## config.mk

```make
export PLATFORM = sky130hd
export DESIGN_NAME = regfile_wb_arbiter
export DESIGN_NICKNAME = d
export VERILOG_FILES = /design/src/rtl/regfile_pkg.sv /design/src/rtl/regfile_wb_arbiter_fifo.sv /design/src/rtl/regfile_wb_arbiter.sv
export SDC_FILE = /design/constraint.sdc
export NUM_CORES = 1
export LEC_CHECK = 0
export ABC_AREA = 1
export CORE_ASPECT_RATIO = 1.4
export CORE_UTILIZATION = 55
export DETAILED_ROUTE_END_ITERATION = 10
export PLACE_DENSITY = 0.81
export SLEW_MARGIN = 20
export SYNTH_ARGS = -nofsm -noshare
export SYNTH_HDL_FRONTEND = slang
export SYNTH_SLANG_ARGS = --single-unit
```

## constraint.sdc

```tcl
create_clock -name clock -period 6.93 [get_ports clock]
set_clock_uncertainty 0.1 [all_clocks]
set_input_delay 1.386 -clock clock [delete_from_list [all_inputs] [get_ports clock]]
set_output_delay 1.386 -clock clock [all_outputs]
set_load 0.01 [all_outputs]
```

## src/rtl/regfile_pkg.sv

```systemverilog
// Shared definitions for the register-file writeback path.
//   REG_AW     : register-number width
//   REG_DW     : register data width
//   REG_ZERO   : hard-wired zero register; writes to it are dropped
//   wb_entry_t : one queued writeback {wn, wd}
package regfile_pkg;

  localparam int REG_AW = 5;
  localparam int REG_DW = 32;
  localparam logic [REG_AW-1:0] REG_ZERO = 5'd0;

  typedef struct packed {
    logic [REG_AW-1:0] wn;
    logic [REG_DW-1:0] wd;
  } wb_entry_t;

endpackage

```

## src/rtl/regfile_wb_arbiter_fifo.sv

```systemverilog
// wb_fifo: DEPTH-entry synchronous FIFO holding writeback entries for one source.
// Ports:
//   clock, reset : clock, asynchronous active-high reset (clears pointers/count)
//   i_push/i_din : enqueue i_din at the rising edge (caller guarantees !o_full)
//   i_pop        : dequeue head at the rising edge (caller guarantees !o_empty)
//   o_full       : count == DEPTH, from registered count only
//   o_empty      : count == 0
//   o_head       : oldest entry
module wb_fifo
  import regfile_pkg::*;
#(
  parameter int DEPTH = 2
) (
  input  logic      clock,
  input  logic      reset,
  input  logic      i_push,
  input  wb_entry_t i_din,
  input  logic      i_pop,
  output logic      o_full,
  output logic      o_empty,
  output wb_entry_t o_head
);

  localparam int PW = $clog2(DEPTH);
  localparam int CW = PW + 1;

  logic [PW-1:0] r_wr_ptr;
  logic [PW-1:0] r_rd_ptr;
  logic [CW-1:0] r_count;
  wb_entry_t     r_mem [DEPTH];

  // DEPTH is a power of two, so pointers wrap by natural overflow.
  always_ff @(posedge clock or posedge reset) begin
    if (reset) begin
      r_wr_ptr <= '0;
      r_rd_ptr <= '0;
      r_count  <= '0;
    end else begin
      if (i_push) r_wr_ptr <= r_wr_ptr + 1'b1;
      if (i_pop)  r_rd_ptr <= r_rd_ptr + 1'b1;
      r_count <= r_count + CW'(i_push) - CW'(i_pop);
    end
  end

  // Storage carries data only; validity is tracked by r_count.
  always_ff @(posedge clock) begin
    if (i_push) r_mem[r_wr_ptr] <= i_din;
  end

  assign o_full  = (r_count == CW'(DEPTH));
  assign o_empty = (r_count == '0);
  assign o_head  = r_mem[r_rd_ptr];

endmodule

```

## src/rtl/regfile_wb_arbiter.sv

```systemverilog
// regfile_wb_arbiter: shares the register-file write port among NREQ writeback
// sources. Each source feeds a private wb_fifo; a round-robin arbiter drains one
// entry per cycle into registered WN/WD/RegWrite. Register-0 writes are consumed
// without raising RegWrite.
// Ports:
//   clock, reset       : clock, asynchronous active-high reset
//   req_valid[i]       : source i offers {req_wn slice, req_wd slice}
//   req_wn / req_wd    : packed per-source reg number / data, slice i*AW / i*DW
//   req_ready[i]       : FIFO i not full (registered state only)
//   WN, WD, RegWrite   : registered register-file write port
//   grant_id           : source whose entry is on WN/WD
//   idle               : all FIFOs empty and no write in progress
module regfile_wb_arbiter
  import regfile_pkg::*;
#(
  parameter int NREQ  = 3,
  parameter int DEPTH = 2,
  parameter int AW    = REG_AW,
  parameter int DW    = REG_DW
) (
  input  logic               clock,
  input  logic               reset,
  input  logic [NREQ-1:0]    req_valid,
  input  logic [NREQ*AW-1:0] req_wn,
  input  logic [NREQ*DW-1:0] req_wd,
  output logic [NREQ-1:0]    req_ready,
  output logic [AW-1:0]      WN,
  output logic [DW-1:0]      WD,
  output logic               RegWrite,
  output logic [1:0]         grant_id,
  output logic               idle
);

  logic [NREQ-1:0] w_push;
  logic [NREQ-1:0] w_pop;
  logic [NREQ-1:0] w_full;
  logic [NREQ-1:0] w_empty;
  wb_entry_t       w_head [NREQ];

  logic [1:0] r_rr_ptr;
  logic       w_found;
  logic [1:0] w_winner;
  logic [1:0] w_idx;
  logic [1:0] w_rr_next;
  wb_entry_t  w_sel;

  for (genvar gi = 0; gi < NREQ; gi++) begin : g_src
    wb_entry_t w_din;
    assign w_din.wn = req_wn[gi*AW +: AW];
    assign w_din.wd = req_wd[gi*DW +: DW];

    // Ready comes from the registered count only; a pop in the same cycle
    // does not reopen a full FIFO.
    assign req_ready[gi] = ~w_full[gi] & ~reset;
    assign w_push[gi]    = req_valid[gi] & req_ready[gi];
    assign w_pop[gi]     = w_found & (w_winner == 2'(gi));

    wb_fifo #(.DEPTH(DEPTH)) u_fifo (
      .clock   (clock),
      .reset   (reset),
      .i_push  (w_push[gi]),
      .i_din   (w_din),
      .i_pop   (w_pop[gi]),
      .o_full  (w_full[gi]),
      .o_empty (w_empty[gi]),
      .o_head  (w_head[gi])
    );
  end

  // Scan rr_ptr, rr_ptr+1, ... (mod NREQ); the first nonempty source wins.
  always_comb begin
    w_found  = 1'b0;
    w_winner = '0;
    w_idx    = '0;
    for (int k = 0; k < NREQ; k++) begin
      w_idx = 2'((int'(r_rr_ptr) + k) % NREQ);
      if (!w_found && !w_empty[w_idx]) begin
        w_found  = 1'b1;
        w_winner = w_idx;
      end
    end
  end

  assign w_rr_next = 2'((int'(w_winner) + 1) % NREQ);
  assign w_sel     = w_head[w_winner];

  always_ff @(posedge clock or posedge reset) begin
    if (reset) begin
      r_rr_ptr <= '0;
      WN       <= '0;
      WD       <= '0;
      RegWrite <= 1'b0;
      grant_id <= '0;
    end else if (w_found) begin
      r_rr_ptr <= w_rr_next;
      WN       <= w_sel.wn;
      WD       <= w_sel.wd;
      grant_id <= w_winner;
      // Register-0 entries use their slot but never strobe the register file.
      RegWrite <= (w_sel.wn != REG_ZERO);
    end else begin
      RegWrite <= 1'b0;
    end
  end

  assign idle = (&w_empty) & ~RegWrite;

endmodule

```

==> results.md <==
* Initial antenna violation count at 0
* # DRC at 0
* Crit share post-route at 0.588
* Async set or reset register ratio after synthesis at 0.196
* Gp weighted congestion at about 0.76
* Synthesized cell area at 0.0111 sq mm
* CP max FO at 4
* Slew margin rel. at 0.298
* Port bufs at 159
* Pwr Density at 467 mW/mm^2
* Hold buffer count at cts at 0
* Count of cell types in the netlist at 38
* Worst Max-Slew Pin Slew at 1050 ps
* Critical Path RT at between 5000 and 6000 ps
* Critical path's slowest cell: clkdlybuf4s50_1
* Switch Pwr at 2.39 mW
* Worst vdd ir at ~0.27 mV
* Synth Instances at ~800
* Die area at 0.0207 sq mm
* CTS tree: yes
* Placed cells at ~1200
* Setup CP Type: input pin to primary output
* CP arrival at approximately 2600 ps
* Largest net degree at the start of global routing at between 50 and 60
* Vias in the first global route at 7037
* Leak at 5.15 nW
* Ys Warns at 0
* Die height at 170 um
* CTS clk-pin slew, worst paths at 60 ps
* Clock sinks at 276
* Uppermost layer routed: met4
* Vias per cell at 5.58
* Site row count at 61
* Number of flops mapped to enable cells by yosys at 222
* Clock share of power at 0.213
* Initial Util at 0.560
* Io pins at 160
* Max Clk Rate at 245 MHz
* First-pass GRT wire length at 37.1 mm
* Area Growth Syn to Fin at 24.9%
* Combinational Power Share at 0.409
* Synth Register Bits at 276
* Largest stage delay, worst path at 560 ps
* Final Non-Filler Cells at 1212
* CTS buffer count at 24
* Met1 WL at just over 9 mm
* Met2 WL at 13.0 mm
* Detailed-route via count at 6762
* Top cell by count, worst path: clkdlybuf4s50_1
* Int Pwr at 4.07 mW
* R2R setup slack at between 3000 and 4000 ps
* First-pass DRT Iterations at 5
* Syn Nets at 909
* TNS Setup at 0 ps
* Status: finished clean
* Clock buffer depth at 3
* Clk_lat worst skew at 510 ps
* Met3 WL post-DR at roughly 1.2 mm
* Final min period at approximately 4000 ps
* Final hold viol count at 0
* Post-CTS Repair Setup Buffers at 0
* DP Area at 0.0129 sq mm
* Number of inserted diodes at 0
* Layout cells sized above 1 at 0.152
* # H-tree levels at 1
* CP endpoint kind: primary output
* Nets at 1069
* Worst Hold Class: flop to flop
* CP cell instances: clkdlybuf4s50_1 -> a21oi_1 -> clkdlybuf4s50_1
* Synth Area per Inst at about 14 sq um
* Final wirelength at 24.3 mm
* Drt wl/cell at 20.1 um
* Ys flop type: edfxtp_1
* GRT Resource Usage Total at 0.240
* MaxCap Viol Count at 0
* Core ar. at 0.0198 sq mm
* Hpwl dp at around 15 mm
* # setup viols final at 0
* Pins Over Slew Limit at 0
* DRT iter0 DRCs at around 410
* Switch share at 0.370
* Register area share after synthesis at 0.724
* GRT overflow at 0
* Clk root buf: clkbuf_16
* Flop pwr share at 0.379
* Final instance area at 0.0138 sq mm
* Final ANT Viol Nets at 0
* Post-CTS Resized at 0
* CP startpoint kind: input pin
* RSZ-0062 raised after global routing: false
* Die X at between 100 and 150 um
## worst paths after layout
| check | start | end | cells after the start |
|---|---|---|---|
| min in group asynchronous | reset | g_src[2].u_fifo.r_count[1] | 3 |
| max reg2reg | r_rr_ptr[0] | g_src[0].u_fifo.r_count[1] | 14 |
| max | reset | req_ready[2] | 3 |
| max in group asynchronous | reset | g_src[1].u_fifo.r_rd_ptr | 3 |
| min | grant_id[1] | grant_id[1] | 2 |
| min reg2reg | grant_id[1] | grant_id[1] | 2 |
## critical path, delay by kind of cell
family	cells	cell delay, ps
compound gates	1	180
buf+inv	2	1030
## registers in the layout, summed over array words and instances (netlist names), 2 cells and up
register / count
g_src.u_fifo.r_mem: 222
WD: 32
g_src.u_fifo.r_count: 6
WN: 5
g_src.u_fifo.r_rd_ptr: 3
g_src.u_fifo.r_wr_ptr: 3
grant_id: 2
r_rr_ptr: 2
## power groups by stage
stage | Combinational, mW | Sequential, mW | Clock, mW
6_report | 2.64 | 2.45 | 1.38
5_1_grt | 2.91 | 2.48 | 1.46
2_1_floorplan | 1.89 | 2.38 | 0
4_1_cts | 2.64 | 2.45 | 1.39
3_3_place_gp | 2.52 | 2.47 | 0
3_5_place_dp | 2.63 | 2.48 | 0
## metrics by stage
step                hold slack (ps)  worst slack [ps]  utilization  power (mW)
floorplan                       374              3010            -        4.27
global placement                382              2850        0.653        4.98
detailed placement              382              2840        0.653        5.11
CTS                             396              2840        0.695        6.49
global route                    419              2810        0.700        6.85
finish                          384              2850        0.700        6.46
## layout make-up
cell class,instances,area [sq um]
inverter,31,119
timing repair buffer,168,1730
clock buffer,34,699
sequential,276,8020
multi-input combinational,441,2820
fill,1266,5930
clock inverter,10,129
tap,252,315
## layer usage
layer / vias up / global-route usage
li1: 3138 / -
met1: 3311 / 0.290
met2: 253 / 0.425
met3: 60 / 0.0305
met4: 0 / 0.106
met5: - / 0
## cell usage after synthesis (8+ instances only)
cell type,count,share of area
inv_1,21,0.0071
o2111ai_2,19,0.026
nor2_1,19,0.0064
nand2_1,184,0.062
nand3_1,14,0.0063
or2_2,41,0.023
inv_2,8,0.0027
mux2i_1,36,0.033
clkbuf_1,21,0.0071
xor2_1,8,0.0063
dfrtp_1,54,0.12
ha_1,11,0.012
o21ai_1,12,0.0054
edfxtp_1,222,0.60
o21ai_0,8,0.0036
o211ai_1,41,0.028
## logic make-up after synthesis
kind of cell | share of synthesized area
AND/OR/NAND/NOR | 0.121
adder cells (fa/ha/maj) | 0.0124
flip-flops | 0.724
buffers and inverters | 0.0258
AO/OA/AOI/OAI | 0.0744
multiplexers | 0.0325
XOR/XNOR | 0.00949
## placed cells by master, fill, tap and decap left out, drive strengths merged
| cell | synthesis | final |
|---|---|---|
| edfxtp | 222 | 222 |
| nand2 | 195 | 195 |
| clkdlybuf4s50 | 0 | 159 |
| dfrtp | 54 | 54 |
| or2 | 41 | 41 |
| o211ai | 41 | 41 |
| mux2i | 36 | 36 |
| clkbuf | 21 | 34 |
| inv | 30 | 30 |
| nor2 | 24 | 24 |
| o2111ai | 20 | 20 |
| o21ai | 20 | 20 |
| nand3 | 16 | 16 |
| ha | 11 | 11 |
| buf | 13 | 9 |
| xor2 | 8 | 8 |
| nand4 | 8 | 8 |
| o22a | 7 | 7 |
| clkinv | 1 | 6 |
| a21oi | 4 | 4 |
| a41oi | 4 | 4 |
| xnor2 | 4 | 4 |
| bufinv | 0 | 3 |
| clkinvlp | 0 | 2 |
| a31oi | 1 | 1 |
| nor3 | 1 | 1 |
Note: power is estimated with default switching activity, not from simulation.
